[config.mk]
export PLATFORM = sky130hd
export DESIGN_NAME = avmm_cmd_master
export DESIGN_NICKNAME = d
export VERILOG_FILES = /design/src/rtl/avmm_master_pkg.sv /design/src/rtl/avmm_watchdog.sv /design/src/rtl/avmm_cmd_master.sv
export SDC_FILE = /design/constraint.sdc
export NUM_CORES = 1
export LEC_CHECK = 0
export BUFFER_PORTS_ARGS = -buffer_cell sky130_fd_sc_hd__buf_2
export CAP_MARGIN = 20
export CORE_UTILIZATION = 40
export CTS_BUF_LIST = sky130_fd_sc_hd__clkbuf_4 sky130_fd_sc_hd__clkbuf_8
export DETAILED_ROUTE_END_ITERATION = 8
export GPL_TIMING_DRIVEN = 1
export PLACE_DENSITY = 0.7
export SKIP_CTS_REPAIR_TIMING = 1
export SLEW_MARGIN = 25
export SYNTH_ARGS = -nofsm -noshare
export SYNTH_HDL_FRONTEND = slang
export SYNTH_SLANG_ARGS = --single-unit
[constraint.sdc]
create_clock -name clk -period 2.2 [get_ports clk]
set_input_delay 0.33 -clock clk [delete_from_list [all_inputs] [get_ports clk]]
set_output_delay 0.33 -clock clk [all_outputs]
set_load 0.03 [all_outputs]
[src/rtl/avmm_master_pkg.sv]
// Shared types and constants for the single-outstanding Avalon-MM command master.
// Holds the FSM state encoding, the Avalon response codes and the counter width.
package avmm_master_pkg;

    typedef enum logic [1:0] {
        IDLE = 2'd0,
        REQ  = 2'd1,
        WAIT = 2'd2,
        RSP  = 2'd3
    } state_e;

    localparam logic [1:0] RESP_OKAY   = 2'b00;
    localparam logic [1:0] RESP_SLVERR = 2'b10;
    localparam logic [1:0] RESP_DECERR = 2'b11;

    // Wide enough for the largest legal watchdog limit.
    localparam int unsigned CNT_W = 16;

endpackage

[src/rtl/avmm_watchdog.sv]
// Loadable saturating up-counter with clear and enable.
// Expiry fires in the enabled cycle whose increment would reach the limit.
module avmm_watchdog
    import avmm_master_pkg::*;
#(
    parameter int unsigned W = CNT_W
) (
    input  logic         clk,
    input  logic         reset,
    input  logic         clr,
    input  logic         load,
    input  logic [W-1:0] load_val,
    input  logic         en,
    input  logic [W-1:0] limit,
    output logic         expire
);

    logic [W-1:0] count_q;
    logic [W-1:0] count_d;

    // NOTE: every combinational output gets a default first so no latch is inferred.
    always_comb begin
        count_d = count_q;
        if (clr) begin
            count_d = '0;
        end else if (load) begin
            count_d = load_val;
        end else if (en && (count_q != '1)) begin
            count_d = count_q + 1'b1;
        end
    end

    // NOTE: sequential state uses non-blocking assignments only.
    always_ff @(posedge clk or negedge reset) begin
        if (!reset) begin
            count_q <= '0;
        end else begin
            count_q <= count_d;
        end
    end

    // Compare with one extra bit so a saturated count cannot wrap past the limit.
    assign expire = en && (({1'b0, count_q} + {{W{1'b0}}, 1'b1}) >= {1'b0, limit});

endmodule

[src/rtl/avmm_cmd_master.sv]
// Converts one command-stream beat into one Avalon-MM read or write and returns
// a single response beat; a watchdog forces completion if the slave stays silent.
module avmm_cmd_master
    import avmm_master_pkg::*;
#(
    parameter int unsigned ADDR_W        = 16,
    parameter int unsigned DATA_W        = 32,
    parameter int unsigned FIXED_LATENCY = 0,
    parameter int unsigned TIMEOUT       = 255
) (
    input  logic              clk,
    input  logic              reset,
    input  logic              cmd_valid,
    output logic              cmd_ready,
    input  logic              cmd_write,
    input  logic [ADDR_W-1:0] cmd_address,
    input  logic [DATA_W-1:0] cmd_writedata,
    output logic              rsp_valid,
    input  logic              rsp_ready,
    output logic [DATA_W-1:0] rsp_readdata,
    output logic [1:0]        rsp_response,
    output logic              rsp_timeout,
    output logic              err_late_rsp,
    output logic [ADDR_W-1:0] avm_address,
    output logic              avm_read,
    output logic              avm_write,
    output logic [DATA_W-1:0] avm_writedata,
    input  logic              avm_waitrequest,
    input  logic [DATA_W-1:0] avm_readdata,
    input  logic              avm_readdatavalid,
    input  logic              avm_writeresponsevalid,
    input  logic [1:0]        avm_response
);

    localparam bit USE_FIXED_LAT = (FIXED_LATENCY != 0);

    state_e            state_q, state_d;
    logic              cmd_ready_q, cmd_ready_d;
    logic              is_write_q, is_write_d;
    logic              avm_read_q, avm_read_d;
    logic              avm_write_q, avm_write_d;
    logic [ADDR_W-1:0] avm_address_q, avm_address_d;
    logic [DATA_W-1:0] avm_writedata_q, avm_writedata_d;
    logic              rsp_valid_q, rsp_valid_d;
    logic [DATA_W-1:0] rsp_readdata_q, rsp_readdata_d;
    logic [1:0]        rsp_response_q, rsp_response_d;
    logic              rsp_timeout_q, rsp_timeout_d;
    logic              err_late_q, err_late_d;

    logic cmd_fire;
    logic rsp_fire;
    logic req_accept;
    logic slave_pulse;
    logic any_pulse;
    logic late_pulse;
    logic lat_expire;
    logic tmo_expire;
    logic completion;

    assign cmd_fire    = cmd_valid && cmd_ready_q;
    assign rsp_fire    = rsp_valid_q && rsp_ready;
    assign req_accept  = (state_q == REQ) && (avm_read_q || avm_write_q) && !avm_waitrequest;
    assign slave_pulse = is_write_q ? avm_writeresponsevalid : avm_readdatavalid;
    assign any_pulse   = avm_readdatavalid || avm_writeresponsevalid;

    // Only a pulse that can be matched to an outstanding request is legal.
    assign late_pulse  = !USE_FIXED_LAT && any_pulse && (state_q != WAIT);
    assign completion  = USE_FIXED_LAT ? lat_expire : ((state_q == WAIT) && slave_pulse);

    avmm_watchdog #(.W(CNT_W)) u_timeout (
        .clk      (clk),
        .reset    (reset),
        .clr      (cmd_fire),
        .load     (1'b0),
        .load_val ('0),
        .en       ((state_q == REQ) || (state_q == WAIT)),
        .limit    (CNT_W'(TIMEOUT)),
        .expire   (tmo_expire)
    );

    avmm_watchdog #(.W(CNT_W)) u_latency (
        .clk      (clk),
        .reset    (reset),
        .clr      (cmd_fire),
        .load     (req_accept),
        .load_val ('0),
        .en       (state_q == WAIT),
        .limit    (CNT_W'(FIXED_LATENCY)),
        .expire   (lat_expire)
    );

    always_comb begin
        state_d         = state_q;
        is_write_d      = is_write_q;
        avm_read_d      = avm_read_q;
        avm_write_d     = avm_write_q;
        avm_address_d   = avm_address_q;
        avm_writedata_d = avm_writedata_q;
        rsp_valid_d     = rsp_valid_q;
        rsp_readdata_d  = rsp_readdata_q;
        rsp_response_d  = rsp_response_q;
        rsp_timeout_d   = rsp_timeout_q;
        err_late_d      = err_late_q || late_pulse;

        unique case (state_q)
            IDLE: begin
                if (cmd_fire) begin
                    state_d         = REQ;
                    is_write_d      = cmd_write;
                    avm_address_d   = cmd_address;
                    avm_writedata_d = cmd_writedata;
                    avm_read_d      = !cmd_write;
                    avm_write_d     = cmd_write;
                end
            end
            REQ: begin
                // Timeout wins over a same-cycle acceptance: the request is abandoned.
                if (tmo_expire) begin
                    state_d        = RSP;
                    avm_read_d     = 1'b0;
                    avm_write_d    = 1'b0;
                    rsp_valid_d    = 1'b1;
                    rsp_readdata_d = '0;
                    rsp_response_d = RESP_DECERR;
                    rsp_timeout_d  = 1'b1;
                end else if (req_accept) begin
                    state_d     = WAIT;
                    avm_read_d  = 1'b0;
                    avm_write_d = 1'b0;
                end
            end
            WAIT: begin
                // A real completion beats a same-cycle timeout.
                if (completion) begin
                    state_d        = RSP;
                    rsp_valid_d    = 1'b1;
                    rsp_readdata_d = is_write_q ? '0 : avm_readdata;
                    rsp_response_d = avm_response;
                    rsp_timeout_d  = 1'b0;
                end else if (tmo_expire) begin
                    state_d        = RSP;
                    rsp_valid_d    = 1'b1;
                    rsp_readdata_d = '0;
                    rsp_response_d = RESP_DECERR;
                    rsp_timeout_d  = 1'b1;
                end
            end
            RSP: begin
                if (rsp_fire) begin
                    state_d     = IDLE;
                    rsp_valid_d = 1'b0;
                end
            end
            default: begin
                state_d = IDLE;
            end
        endcase

        // Registered, so it stays low for the first cycle after reset release.
        cmd_ready_d = (state_d == IDLE);
    end

    always_ff @(posedge clk or negedge reset) begin
        if (!reset) begin
            state_q         <= IDLE;
            cmd_ready_q     <= 1'b0;
            is_write_q      <= 1'b0;
            avm_read_q      <= 1'b0;
            avm_write_q     <= 1'b0;
            avm_address_q   <= '0;
            avm_writedata_q <= '0;
            rsp_valid_q     <= 1'b0;
            rsp_readdata_q  <= '0;
            rsp_response_q  <= RESP_OKAY;
            rsp_timeout_q   <= 1'b0;
            err_late_q      <= 1'b0;
        end else begin
            state_q         <= state_d;
            cmd_ready_q     <= cmd_ready_d;
            is_write_q      <= is_write_d;
            avm_read_q      <= avm_read_d;
            avm_write_q     <= avm_write_d;
            avm_address_q   <= avm_address_d;
            avm_writedata_q <= avm_writedata_d;
            rsp_valid_q     <= rsp_valid_d;
            rsp_readdata_q  <= rsp_readdata_d;
            rsp_response_q  <= rsp_response_d;
            rsp_timeout_q   <= rsp_timeout_d;
            err_late_q      <= err_late_d;
        end
    end

    assign cmd_ready     = cmd_ready_q;
    assign rsp_valid     = rsp_valid_q;
    assign rsp_readdata  = rsp_readdata_q;
    assign rsp_response  = rsp_response_q;
    assign rsp_timeout   = rsp_timeout_q;
    assign err_late_rsp  = err_late_q;
    assign avm_address   = avm_address_q;
    assign avm_read      = avm_read_q;
    assign avm_write     = avm_write_q;
    assign avm_writedata = avm_writedata_q;

endmodule

## Yosys cells after proc, flatten, opt, wreduce, memory -nomap -nowiden

Cells that the tools add are included.

- Logic and storage cells: 77
- Memory bits (read-only): 0
- Output and inout port bits: 88
- Input bits: 90
- RAM bits: 0
- Memories kept: 0
- Bits in latches: 0
- Flip-flop bits (word level): 107

- Multiplexer cells: 30
- Div/mod/pow operators: 0
- Shifts and indexed selects: 0
- Reduce and logical (&&, ||, !) cells: 23
- Eq/ne operators: 8
- $add $sub $neg: 2
- Multiply operators: 0
- Bitwise gates (word level): 0
- Magnitude comparators: 1

Operators with widths:

| cell | count |
|---|---|
| 2-to-1 mux 32 bit | 3 |
| one-hot mux 32 bit (2 select lines) | 1 |
| 2-to-1 mux 16 bit | 2 |
| adder 16 x 1 -> 17 bit (second input constant) | 1 |
| >= comparator 17 x 8 -> 1 bit (second input constant) | 1 |
| adder 16 x 1 -> 16 bit (second input constant) | 1 |
| 2-to-1 mux 2 bit | 8 |
| != test 16 bit (second input constant) | 1 |
| 2-to-1 mux 1 bit | 10 |
| logical AND 1 bit | 8 |
| one-hot mux 2 bit (4 select lines) | 1 |
| != test 2 bit (second input constant) | 3 |
| one-hot mux 1 bit (2 select lines) | 3 |
| nonzero test 2 bit | 3 |
| == test 2 bit (second input constant) | 2 |
| zero test 2 bit | 2 |
| logical OR 1 bit | 4 |
| one-hot mux 2 bit (2 select lines) | 1 |
| AND reduction 2 bit | 2 |
| != test 3 bit (second input constant) | 1 |
| one-hot mux 1 bit (3 select lines) | 1 |
| AND reduction 3 bit | 1 |
| nonzero test 3 bit | 1 |
| == test 2 x 1 -> 1 bit (second input constant) | 1 |
| zero test 1 bit | 2 |

## Logic depth before layout (Yosys ltp)

- Depth after elaboration: 7
- Depth in mapped cells: 9
- Gate-level depth less buffers: 8

## Cells and area by module

A second synthesis with hierarchy kept.

- Cell total of the unflattened synthesis: 433
- Area total of the unflattened synthesis: 5175.0 sq um

By module, submodules not included:

| module | area each (sq um) | sequential area each (sq um) | cells an instance | times used |
|---|---|---|---|---|
| avmm_cmd_master | 3527.1 | 2277.2 | 236 | 1 |
| avmm_watchdog | 1647.8 | 400.4 | 197 | 1 |

## Worst setup path before layout

Ideal clock, no wire load.

- Path type: flip-flop to flip-flop
- From: register u_timeout.count_q[0]
- To: register rsp_valid_q, in the netlist rsp_valid
- Data arrival time: 2.289 ns
- Path slack: -0.218 ns
- Data required time: 2.071 ns
- Library setup time: 0.129 ns
- Stages on the path, launching flop included: 10
- Path buffers: 2
- Clock period less this slack: 2.418 ns
- Path through: dfrtp_1 ha_1 and3_2 clkbuf_1 a311o_1 o211ai_1 o211ai_1 o41ai_4 buf_6 o21ai_0

- Cells in the longest elaborated chain, start to end: 6

Ends and longest elaborated chain:

| item | RTL line | text |
|---|---|---|
| from (decl) | avmm_watchdog.sv:18 | `logic [W-1:0] count_q;` |
| from (signal assigned) | avmm_watchdog.sv:38 | `count_q <= count_d;` |
| adder 16 x 1 -> 17 bit (*) | avmm_watchdog.sv:43 | `assign expire = en && (({1'b0, count_q} + {{W{1'b0}}, 1'b1}) >= {1'b0, limit});` |
| >= comparator 17 x 8 -> 1 bit (*) | avmm_watchdog.sv:43 |  |
| logical AND 1 bit (*) | avmm_watchdog.sv:43 |  |
| 2-to-1 mux 1 bit (*) | - |  |
| 2-to-1 mux 1 bit | - |  |
| one-hot mux 1 bit (3 select lines) (*) | - |  |
| to (signal assigned) | avmm_cmd_master.sv:185 | `rsp_valid_q <= rsp_valid_d;` |
| to (decl) | avmm_cmd_master.sv:44 | `logic rsp_valid_q, rsp_valid_d;` |

Mark *: on every way between the ends. The rest lies on a longest branch, timed or not.
A chain may end at the register's enable or synchronous reset.

## Worst setup path in the final report

- From: register u_timeout.count_q[1]
- To: register rsp_readdata_q[29], in the netlist rsp_readdata[29]

- Cells in the longest elaborated chain, start to end: 6

Ends and longest elaborated chain:

| item | RTL line | text |
|---|---|---|
| adder 16 x 1 -> 17 bit (*) | avmm_watchdog.sv:43 |  |
| >= comparator 17 x 8 -> 1 bit (*) | avmm_watchdog.sv:43 |  |
| logical AND 1 bit (*) | avmm_watchdog.sv:43 |  |
| 2-to-1 mux 32 bit (*) | - |  |
| 2-to-1 mux 32 bit | - |  |
| one-hot mux 32 bit (2 select lines) (*) | - |  |
| to (signal assigned) | avmm_cmd_master.sv:186 | `rsp_readdata_q <= rsp_readdata_d;` |
| to (decl) | avmm_cmd_master.sv:45 | `logic [DATA_W-1:0] rsp_readdata_q, rsp_readdata_d;` |

Marked as above.

==> metrics.md <==
| Metric | Value |
|---|---|
| Status | `finished, violations left` |
| Violated checks | `negative setup slack` |
| Critical R2R Capture | `rsp_readdata[29]` |
| Layout area overhead | `35.3%` |
| Fraction of layout cells with a size suffix above 1 | `0.529` |
| Finished Cell Area | `approximately 6400 um^2` |
| H-tree depth | `3` |
| Asr flop ratio synth | `1.00` |
| Routed length per placed instance | `between 15 and 20 um` |
| WL final | `~11000 um` |
| Final hold slack | `approximately 0.17 ns` |
| Most used DFF post-synth | `dfrtp_1` |
| Worst Skew | `0.0149 ns` |
| Num CTS Buffers | `9` |
| Number of clock sinks | `~110` |
| Maximum vdd ir drop | `0.766 mV` |
| Clock root cell | `clkbuf_8` |
| Pin count of the biggest net entering global routing | `50` |
| Final worst slack | `-0.0108 ns` |
| Synth Net Count | `between 400 and 500` |
| Min Tclk post-route | `2.21 ns` |
| FF+latch count, synth | `107` |
| Critical path origin | `u_timeout.count_q[1]` |
| DR vias | `around 3700` |
| RSZ-0062 raised after global routing | `yes` |
| Slew margin rel. | `0.698` |
| Fmax | `452 MHz` |
| GRT Util Overall | `0.180` |
| Ant. Diodes | `0` |
| Power per cell area | `1090 nW/um^2` |
| Post-synth EDFFs | `0` |
| Clk buf depth | `2` |
| Start of the worst register-to-register path | `u_timeout.count_q[1]` |
| Period utilisation layout | `1.00` |
| Antenna Violating Nets Remaining | `0` |
| Initial antenna violation count | `0` |
| R2R cell count | `9` |
| PnR Total Power | `0.00697 W` |
| Yosys top cell area share | `0.566` |
| Worst-skew pair later-pin latency | `0.38 ns` |
| Placed standard-cell area | `~6000 um^2` |
| Max_cap viols | `0` |
| Final Max Slew Viols | `0` |
| I/O pin count | `~180` |
| DRC | `0` |
| Worst setup EP type | `flip-flop` |
| Startpoint Class | `flip-flop` |
| Final Hold Fails | `0` |
| Via/cell ratio | `5.09` |
| Synth area leader | `dfrtp_1` |
| Synth warn | `0` |
| Worst min path class | `input port to flip-flop` |
| Final setup fails | `6` |
| CP max FO | `7` |
| Fin util | `0.558` |
| Worst EP arrival | `between 2 and 3 ns` |
| Leakage power | `approximately 3.2 nW` |
| Pre-CTS setup slack | `-0.0469 ns` |
| Vias in the first global route | `~3600` |
| Detailed placer's ending HPWL | `~8000 um` |
| Grt ovf | `0` |
| DR iter-0 viols | `roughly 240` |
| Die ar. | `12300 um^2` |
| Distinct cell type count of the synthesized netlist | `50` |
| Setup CP Type | `flip-flop to flip-flop` |
| Port Buffers | `177` |
| Mapped Cells | `380` |
| RD Place Congestion | `around 0.86` |
| Initial core utilization | `0.412` |
| Worst Setup EP | `rsp_readdata[29]` |
| First-pass GRT wire length | `17600 um` |
| Register area share after synthesis | `0.566` |
| Syn Area/Cell | `around 12 um^2` |
| Post-Syn Area | `roughly 4700 um^2` |
| Fillcell total | `between 900 and 1000` |
| Core footprint | `about 11000 um^2` |
| CTS tree | `built` |
| Reg clk slew, reported paths | `about 0.090 ns` |
| R2R Setup Slk | `-0.01 ns` |
| Synth area leaders | `dfrtp_1 (57%), mux2_2 (12%), a22o_1 (5.4%), nor2_1 (2.5%), xor2_1 (2.2%)` |
| Worst Path Required | `2.52 ns` |
| Num rows | `39` |
| Slew @ Worst Pin | `between 0.4 and 0.5 ns` |
| Die span in x | `111 um` |
| Final nets | `between 600 and 700` |
| Die height | `roughly 110 um` |
| DRT Pass-1 Iters | `4` |
-- per-stage QoR --
stage	setup TNS [ns]	std cells
floorplan	-3.53	380
global placement	0	705
detailed placement	-1.07	705
CTS	-2.13	720
global route	-2.78	735
finish	-0.0326	735
-- final cells by class --
cell class | instances | area, um^2 | area share
Timing Repair Buffer | 219 | 1320 | 0.207
Clock buffer | 13 | 179 | 0.0280
Multi-Input combinational cell | 242 | 1960 | 0.306
Sequential cell | 107 | 2680 | 0.419
Clock inverter | 2 | 41.3 | 0.00645
Inverter | 9 | 33.8 | 0.00528
Tap cell | 143 | 179 | 0.0280
-- critical path, stage by stage (launching register included) --
cell and delay (ns):
dfrtp_2 0.46, ha_4 0.18, and3_4 0.16, a311o_1 0.26, o211ai_1 0.11, o211ai_1 0.20, o41ai_4 0.27, buf_6 0.22
clkbuf_16 0.17, a22o_1 0.12
-- power breakdown --
group	leakage (nW)	internal, W	switching (W)
Sequential	1.35	0.00250	0.000305
Combinational	1.71	0.00108	0.00178
Clock	0.114	0.000653	0.000646
-- Yosys cell counts, types with 3 or more instances --
library cell,count
dlygate4sd1_1,3
buf_6,5
nand2_1,16
mux2_2,49
dfrtp_1,107
nor3_1,5
inv_1,9
a211oi_1,3
ha_1,6
xor2_1,12
nor2_1,31
nand4_1,7
clkbuf_1,11
nand3_1,11
a21oi_1,11
o211ai_1,4
o21ai_0,9
a22o_2,3
and4_1,3
nand2b_1,3
o21bai_1,3
a22o_1,29
xnor2_1,5
-- layer usage --
layer  part of all wire  GRT usage  routed length [um]  up-vias
li1                   -          -                   -     1781
met1               0.41      0.220                4710     1849
met2               0.53      0.308                6010       95
met3              0.046     0.0448                 524       14
met4              0.015     0.0631                 173        0
met5                  0          0                   0        -
-- cell usage in the layout (no fill, tap or decap), types with 2 or more instances in the layout --
cell type,count
nand2_1,15
xnor2_1,5
a22o_4,2
ha_4,2
clkbuf_8,13
a22o_1,29
a21oi_2,2
a21oi_1,9
dfrtp_2,3
nand4_1,7
nand2b_1,3
o211ai_1,4
a211oi_1,3
buf_12,4
nor2_1,30
o21a_1,2
a31o_2,2
nor3b_1,2
o21ai_0,8
buf_4,31
and4_4,2
clkbuf_16,3
inv_1,8
ha_1,4
dfrtp_1,104
a31oi_1,2
nand3_1,10
buf_2,176
xor2_1,12
o21bai_1,2
nor2b_1,2
mux2_2,49
nor3_1,4
buf_6,4
mux2i_1,2
-- sequential cells by signal, indices dropped and copies added, names as in the netlist --
register / flops
is_write_q: 1
rsp_readdata: 32
avm_address: 16
avm_read: 1
rsp_response: 2
cmd_ready: 1
state_q: 2
rsp_timeout: 1
rsp_valid: 1
err_late_rsp: 1
avm_write: 1
u_timeout.count_q: 16
avm_writedata: 32
-- worst min-delay path by stage --
stage / from / end / slack, ns / cells past startpoint
floorplan: reset / avm_address[0] / 0.03 / 0
global placement: reset / avm_writedata[12] / 0.31 / 1
global route: avm_readdata[18] / rsp_readdata[18] / 0.15 / 2
finish: avm_readdata[22] / rsp_readdata[22] / 0.17 / 2
CTS: reset / avm_writedata[12] / -0.12 / 1
detailed placement: reset / avm_writedata[12] / 0.31 / 1
-- logic make-up after synthesis --
kind of cell | synth area share
AOI/OAI and AO/OA | 0.125
xor gates and xnor gates | 0.0315
adders and majority gates | 0.0159
buffers and inverters | 0.0394
DFF | 0.566
muxes | 0.124
and+or+nand+nor | 0.0979
(Power assumes the default switching activity.)
